`src/rtl/elastic_pipe_reg.sv`:
```
// Elastic pipeline of DEPTH valid/data stages with valid/ready handshake, bubble collapsing,
// synchronous flush and a combinational occupancy count.
module elastic_pipe_reg #(
  parameter int unsigned      WIDTH     = 8,
  parameter int unsigned      DEPTH     = 2,
  parameter logic [WIDTH-1:0] RESET_VAL = '0,
  parameter int unsigned      CW        = $clog2(DEPTH + 1)
) (
  input  logic             clock,
  input  logic             reset_n,
  input  logic             flush,
  input  logic             in_valid,
  input  logic [WIDTH-1:0] in_data,
  output logic             in_ready,
  output logic             out_valid,
  output logic [WIDTH-1:0] out_data,
  input  logic             out_ready,
  output logic [CW-1:0]    occupancy
);

  logic [DEPTH-1:0] valid_q;
  logic [DEPTH-1:0] valid_d;
  logic [DEPTH-1:0] en;
  logic [DEPTH-1:0] src_valid;
  logic [DEPTH-1:0] load;
  logic [WIDTH-1:0] data_q   [DEPTH];
  logic [WIDTH-1:0] src_data [DEPTH];
  logic             all_full;

  // A stage may advance unless it and every stage ahead of it are full and the sink stalls.
  always_comb begin
    all_full = 1'b1;
    en       = '0;
    for (int k = int'(DEPTH) - 1; k >= 0; k--) begin
      all_full = all_full & valid_q[k];
      en[k]    = out_ready | ~all_full;
    end
  end

  for (genvar k = 0; k < DEPTH; k++) begin : g_src
    if (k == 0) begin : g_first
      assign src_valid[k] = in_valid;
      assign src_data[k]  = in_data;
    end else begin : g_rest
      assign src_valid[k] = valid_q[k-1];
      assign src_data[k]  = data_q[k-1];
    end
  end

  always_comb begin
    valid_d = flush ? '0 : ((en & src_valid) | (~en & valid_q));
    // Data only follows a valid source so an empty stage keeps its last word.
    load    = en & src_valid & {DEPTH{~flush}};
  end

  always_ff @(posedge clock or negedge reset_n) begin
    if (!reset_n) begin
      valid_q <= '0;
      for (int unsigned k = 0; k < DEPTH; k++) begin
        data_q[k] <= RESET_VAL;
      end
    end else begin
      valid_q <= valid_d;
      for (int unsigned k = 0; k < DEPTH; k++) begin
        if (load[k]) begin
          data_q[k] <= src_data[k];
        end
      end
    end
  end

  always_comb begin
    occupancy = '0;
    for (int unsigned k = 0; k < DEPTH; k++) begin
      occupancy = occupancy + CW'(valid_q[k]);
    end
  end

  assign in_ready  = en[0] & ~flush & reset_n;
  assign out_valid = valid_q[DEPTH-1] & ~flush;
  assign out_data  = data_q[DEPTH-1];

endmodule

```
`config.mk`:
```
export PLATFORM = sky130hd
export DESIGN_NAME = elastic_pipe_reg
export DESIGN_NICKNAME = d
export VERILOG_FILES = /design/src/rtl/elastic_pipe_reg.sv
export SDC_FILE = /design/constraint.sdc
export NUM_CORES = 1
export LEC_CHECK = 0
export CAP_MARGIN = 20
export CORE_UTILIZATION = 44
export CTS_CLUSTER_SIZE = 10
export DETAILED_ROUTE_END_ITERATION = 10
export PLACE_DENSITY = 0.81
export SYNTH_ARGS = -nofsm -noshare
export SYNTH_HDL_FRONTEND = slang
export SYNTH_SLANG_ARGS = --single-unit
```
`constraint.sdc`:
```
create_clock -name clock -period 1.74 [get_ports clock]
set_input_delay 0.261 -clock clock [delete_from_list [all_inputs] [get_ports clock]]
set_output_delay 0.261 -clock clock [all_outputs]
set_load 0.01 [all_outputs]
```
==> flow_summary.rst, run 1 <==
.. list-table::
   :header-rows: 1

   * - Metric
     - Value
   * - Global-route usage over all layers
     - 0.138
   * - Detailed-route wire length per cell
     - 11.4 um
   * - Effective utilization at floorplan
     - 0.466
   * - Overflow after GRT
     - 0
   * - CTS tree
     - done
   * - Sequential cell area fraction in the yosys report
     - 0.566
   * - Post CTS Setup Buffer Count
     - 0
   * - Gates resized, CTS repair
     - 4
   * - Path type of the worst min-delay path
     - in -> async
   * - Share of post-route cells with drive strength above 1
     - 0.402
   * - Fraction of power consumed by the clock network
     - 0.222
   * - Classification of the worst setup path
     - reg -> reg
   * - Cell type with the highest aggregate area in the netlist
     - dfrtp_1
   * - Row count
     - 15
   * - Switching Fraction
     - 0.234
   * - Area share of the largest cell type after synthesis
     - 0.566
   * - Sinks on Clock Net
     - 18
   * - Commonest cells after routing, fill and taps aside
     - 21 x clkdlybuf4s50_1, 18 x dfrtp_1, 16 x mux2_2, 8 x buf_4
   * - Internal power contribution
     - 840 uW
   * - ANT nets after route
     - 0
   * - Post-layout minimum cycle time
     - 1640 ps
   * - Number of DRC violations after detailed routing
     - 0
   * - FILL cells
     - 137
   * - Floorplan Core Area
     - 1710 sq um
   * - Transition time at the pin with the least slew margin
     - 295 ps
   * - Overall power of the completed layout
     - 1.10 mW
   * - Number of distinct library cells after synthesis
     - 9
   * - Largest driver fanout on the critical path
     - 3
   * - Max_cap viols
     - 0
   * - Antenna Diode Count
     - 0
   * - Count of non-filler cells in the finished layout
     - 107
   * - Pin count of the biggest net entering global routing
     - 19
   * - Synth Area per Inst
     - 14.7 sq um
   * - X dimension of the die
     - 44.5 um
   * - Hold buffer count at cts
     - 0
   * - Antenna violations before repair
     - 0
   * - Vertical extent of the die
     - 44.5 um
   * - Num CTS Buffers
     - 3
   * - Total Wirelength
     - 1230 um
   * - CTS H-Tree Depth
     - 1
   * - Worst setup skew after layout
     - 1.19 ps
   * - Upper clock frequency limit
     - 0.608 GHz
   * - Clock Path Buffers
     - 2
   * - Post-route fraction of the period consumed by the critical path
     - 0.945
   * - Kind of end point of the critical path
     - flip-flop
   * - Full die area
     - 1980 sq um
   * - Clk_lat worst skew
     - 280 ps
   * - RSZ-0062 raised after global routing
     - false
   * - Leakage
     - 0.489 nW
   * - Sw power
     - 257 uW
   * - Worst slew slack as a fraction of its limit
     - 0.803
   * - DR vias/cell
     - 4.53
   * - Status
     - finished clean
   * - Mapped Nets
     - 68
   * - Ports
     - 25
   * - Part of the total power dissipated in combinational logic
     - 0.281
   * - CTS root buffer
     - clkbuf_4
   * - Synth Register Bits
     - 18
   * - HPWL Detailed
     - 977 um
   * - Drt first pass iters
     - 2
   * - Synth top area cells
     - dfrtp_1 57%, mux2_2 23%, buf_4 8.5%, nor3b_4 4.7%, nor2b_1 2.4%
   * - Vias in the first global route
     - 480
   * - Total number of nets in the final design
     - 97
   * - Input/output buffers
     - 24
   * - Pre-CTS WS
     - -45.0 ps
   * - Final core area utilization
     - 0.648
   * - Via count
     - 485
   * - # placed instances
     - 103
   * - Final count of negative-setup-slack endpoints
     - 0
   * - Min setup slack post-route
     - 96.4 ps
   * - Post-synthesis instance total
     - 54
   * - Max rail drop VDD
     - 0.573 mV
   * - Layout overhead on the synthesized area
     - 39.0%
   * - Global-route wire length before repair
     - 1990 um
   * - Most common library cell in the layout ignoring fill and taps
     - clkdlybuf4s50_1
   * - Fin. max-slew vios
     - 0
   * - Routability congestion estimate from global placement
     - 0.700
   * - Data arrival time at the worst-slack endpoint
     - 1820 ps
   * - Final hold violations
     - 0
   * - Synthesized area
     - 796 sq um
   * - Iteration-0 DRC Markers
     - 5
   * - Final sum of negative setup slack
     - 0 ps
   * - Register share of total power
     - 0.498
   * - Yosys Warn Count
     - 0
   * - Clock Pin Slew Worst Setup and Hold Paths
     - 100 ps
   * - Data required, critical path
     - 1910 ps
   * - Critical path startpoint category
     - flip-flop
   * - Pwr per Cell Area
     - 992 nW/um^2
metal layers:
metal / GRT usage / share of wire
met1: 0.171 / 0.46
met2: 0.235 / 0.48
met3: 0.0408 / 0.063
met4: 0.0364 / 0
met5: 0 / 0
Yosys cell counts, drive strengths merged:
| library cell | number |
|---|---|
| dfrtp | 18 |
| nor2b | 3 |
| nor3b | 3 |
| ha | 1 |
| nor2 | 3 |
| buf | 9 |
| mux2 | 16 |
| mux2i | 1 |
power groups by stage:
stage                     sequential (mW)  clock, mW  combinational, mW
after floorplan                     0.543          0              0.211
after global placement              0.552          0              0.306
after detailed placement            0.556          0              0.314
after CTS                           0.547      0.250              0.313
after global routing                0.556      0.270              0.333
final                               0.546      0.243              0.308
area by class of cell:
cell class	instances	area, sq um	area share
multi-input combinational	27	280	0.253
timing repair buffer	33	308	0.278
sequential	18	450	0.407
tap	25	31.3	0.0283
clock buffer	4	36.3	0.0328
path summary, 6_finish.rpt:
| check | from | endpoint | slack [ps] | depth (start not counted) |
|---|---|---|---|---|
| hold / removal | reset_n | data_q[12] | 380 | 2 |
| setup reg to reg | valid_q[1] | data_q[12] | 100 | 6 |
| max in group asynchronous | reset_n | out_data[7] | 1170 | 2 |
| hold reg to reg | data_q[9] | data_q[9] | 510 | 1 |
| setup / recovery | valid_q[1] | data_q[12] | 100 | 6 |
| min in group clock | data_q[9] | data_q[9] | 510 | 1 |
flip-flops by register name, indices dropped and copies added (netlist names):
signal / flops
data_q: 8
out_data: 8
valid_q: 2
kinds of logic after synthesis:
logic type | count (synthesis) | share of synthesized area
adder cells (fa/ha/maj) | 1 | 0.0157
multiplexers | 17 | 0.239
AND/OR/NAND/NOR | 9 | 0.0943
flip-flops | 18 | 0.566
buffers and inverters | 9 | 0.0849
per-stage QoR:
step / hold slack, ps / cell area, sq um
after detailed placement: 491 / 1070
after floorplan: -34.6 / 796
after global routing: 386 / 1110
after global placement: 480 / 1070
after CTS: 388 / 1100
final: 378 / 1110
worst max-delay path, stage by stage (launching register included):
cell and delay, ps:
dfrtp_1 410, ha_2 180, nor2b_1 140, buf_4 140, nor3b_4 190, buf_4 160
mux2_2 320
No activity file was read; power rests on OpenSTA's default activity.
==> run 2: changes to the inputs <==
--- a/config.mk
+++ b/config.mk
@@ -12,2 +12,4 @@
 export PLACE_DENSITY = 0.81
+export SETUP_SLACK_MARGIN = 0.2
+export SLEW_MARGIN = 20
 export SYNTH_ARGS = -nofsm -noshare
--- a/constraint.sdc
+++ b/constraint.sdc
@@ -3,2 +3,2 @@
 set_output_delay 0.261 -clock clock [all_outputs]
-set_load 0.01 [all_outputs]
+set_load 0.05 [all_outputs]
==> run 2 against run 1 <==
Against the previous run: wire length grew 15%; non-clock buffer count increased by 2; sequential power increased by 0.9%; largest power group unchanged.
==> flow_summary.rst, run 2 (synthesis results as in run 1) <==
.. list-table::
   :header-rows: 1

   * - Metric
     - Value
   * - Max_cap viols
     - 0 (unchanged)
   * - Global-route usage over all layers
     - 0.160 (+0.0219)
   * - Antenna violations before repair
     - 0 (unchanged)
   * - Total Wirelength
     - 1410 um (+15%)
   * - Fin. max-slew vios
     - 0 (unchanged)
   * - CTS H-Tree Depth
     - 1 (unchanged)
   * - Data arrival time at the worst-slack endpoint
     - 1480 ps (-340 ps)
   * - CTS root buffer
     - clkbuf_4
   * - Via count
     - 490 (+1.0%)
   * - Most common library cell in the layout ignoring fill and taps
     - dfrtp_1
   * - Total number of nets in the final design
     - 99 (+2.1%)
   * - Status
     - finished clean
   * - Critical path startpoint category
     - flip-flop
   * - Path type of the worst min-delay path
     - in -> async
   * - Largest driver fanout on the critical path
     - 2 (-1)
   * - Min Hold Slack
     - 349 ps (-29.0 ps)
   * - Overflow after GRT
     - 0 (unchanged)
   * - Detailed-route wire length per cell
     - 13.1 um (+14%)
   * - Classification of the worst setup path
     - reg -> out
   * - Pin count of the biggest net entering global routing
     - 19 (unchanged)
   * - Ports
     - 25 (unchanged)
   * - X dimension of the die
     - 44.5 um (unchanged)
   * - Commonest cells after routing, fill and taps aside
     - 18 x dfrtp_1, 14 x buf_4, 11 x clkdlybuf4s50_1, 8 x mux2_4, 8 x mux2_2
   * - Routability congestion estimate from global placement
     - 0.717 (+2.4%)
   * - Num CTS Buffers
     - 3 (unchanged)
   * - Final hold violations
     - 0 (unchanged)
   * - Overall power of the completed layout
     - 1.26 mW (+15%)
   * - Max rail drop VDD
     - 0.725 mV (+27%)
   * - Kind of end point of the critical path
     - output port
   * - Row count
     - 15 (unchanged)
   * - Final count of negative-setup-slack endpoints
     - 0 (unchanged)
   * - Beginning of the worst register-to-register path
     - valid_q[0]
   * - Number of DRC violations after detailed routing
     - 0 (unchanged)
   * - Vias in the first global route
     - 511 (+6.5%)
   * - Effective utilization at floorplan
     - 0.466 (unchanged)
   * - Floorplan Core Area
     - 1710 sq um (unchanged)
   * - Post-layout minimum cycle time
     - 1740 ps (+94.5 ps)
   * - Antenna Diode Count
     - 0 (unchanged)
   * - CTS tree
     - done
   * - Drt first pass iters
     - 4 (+2)
   * - Clock Path Buffers
     - 2 (unchanged)
   * - Layout overhead on the synthesized area
     - 48.0%
   * - Leakage
     - 0.536 nW (+9.6%)
   * - Worst setup skew after layout
     - 3.43 ps (+2.25 ps)
   * - FILL cells
     - 122 (-11%)
   * - Post-route fraction of the period consumed by the critical path
     - 0.999 (+0.0543)
   * - Transition time at the pin with the least slew margin
     - 503 ps (+208 ps)
   * - Worst slew slack as a fraction of its limit
     - 0.666 (-0.137)
   * - Upper clock frequency limit
     - 0.575 GHz (-5.4%)
   * - Clk_lat worst skew
     - 280 ps (about the same)
   * - CP startpoint
     - valid_q[0]
   * - Share of post-route cells with drive strength above 1
     - 0.530 (+0.128)
   * - Input/output buffers
     - 24 (unchanged)
   * - Iteration-0 DRC Markers
     - 3 (-2)
   * - DR vias/cell
     - 4.54 (about the same)
   * - HPWL Detailed
     - 1070 um (+9.4%)
   * - Data required, critical path
     - 1480 ps (-430 ps)
   * - Global-route wire length before repair
     - 2260 um (+13%)
   * - RSZ-0062 raised after global routing
     - true
   * - Sinks on Clock Net
     - 18 (unchanged)
   * - Clock Pin Slew Worst Setup and Hold Paths
     - 90 ps (about the same)
   * - Full die area
     - 1980 sq um (unchanged)
   * - Pwr per Cell Area
     - 1070 nW/um^2 (+7.7%)
   * - Vertical extent of the die
     - 44.5 um (unchanged)
   * - ANT nets after route
     - 0 (unchanged)
## run 2: changes by cell type in the layout (fill, tap and decap cells not counted), moves of 2 or more
cell / previous run / this run
buf_4: 8 / 14
dlygate4sd2_1: 1 / 4
buf_12: 0 / 3
mux2_4: 0 / 8
clkdlybuf4s50_1: 21 / 11
mux2_2: 16 / 8
buf_6: 1 / 3
## run 2: layer usage
layer	track usage	vias up	routed length (um)
met5	0	-	0
met4	0.0727	0	10
met3	0.0367	2	58
met2	0.259	13	697
met1	0.205	239	644
li1	-	236	-
## run 2: path summary, 6_finish.rpt
kind	endpoint	slack [ps]	cells after the start
worst min register to register	out_data[5]	510	1
min in group clock	valid_q[1]	460	2
max in group asynchronous	data_q[11]	1200	2
worst min-delay path	data_q[12]	350	2
worst max-delay path	in_ready	2	5
worst max register to register	data_q[9]	110	6
## run 2: cell type report
class | count | area (sq um) | share of cell area
tap | 25 | 31.3 | 0.0266
sequential | 18 | 450 | 0.383
clock buffer | 3 | 22.5 | 0.0191
multi-input combinational | 27 | 329 | 0.279
timing repair buffer | 35 | 344 | 0.292
## run 2: power breakdown
part	leakage (nW)	internal [mW]	total (mW)	switching, mW
registers	0.216	0.505	0.551	0.0462
clock network	0.0138	0.0802	0.192	0.111
logic	0.307	0.211	0.515	0.304
total	0.536	0.796	1.26	0.461
## run 2: repair_timing
item	4_1_cts	5_1_grt
resized for setup	15	0
hold buffers	0	0
endpoints found under the setup margin	13	9
pin swaps	3	3
hold endpoints to repair	0	0
buffers inserted	3	1
## run 2: worst max-delay path, stage by stage, from the launching register on
cell,delay [ps]
dfrtp_1,390
ha_2,190
nor2b_4,130
buf_6,110
nor3b_4,210
buf_12,170
## run 2: stage by stage
stage / cells / TNS (ps) / utilization / worst slack, ps / cell area, sq um
floorplan: 54 / 0 / - / 173 / 818
global placement: 101 / 0 / 0.638 / 14.6 / 1090
detailed placement: 101 / 0 / 0.638 / 6.31 / 1090
CTS: 107 / -47.3 / 0.685 / -47.3 / 1170
global route: 108 / -67.3 / 0.689 / -67.3 / 1180
finish: 108 / 0 / 0.689 / 1.91 / 1180
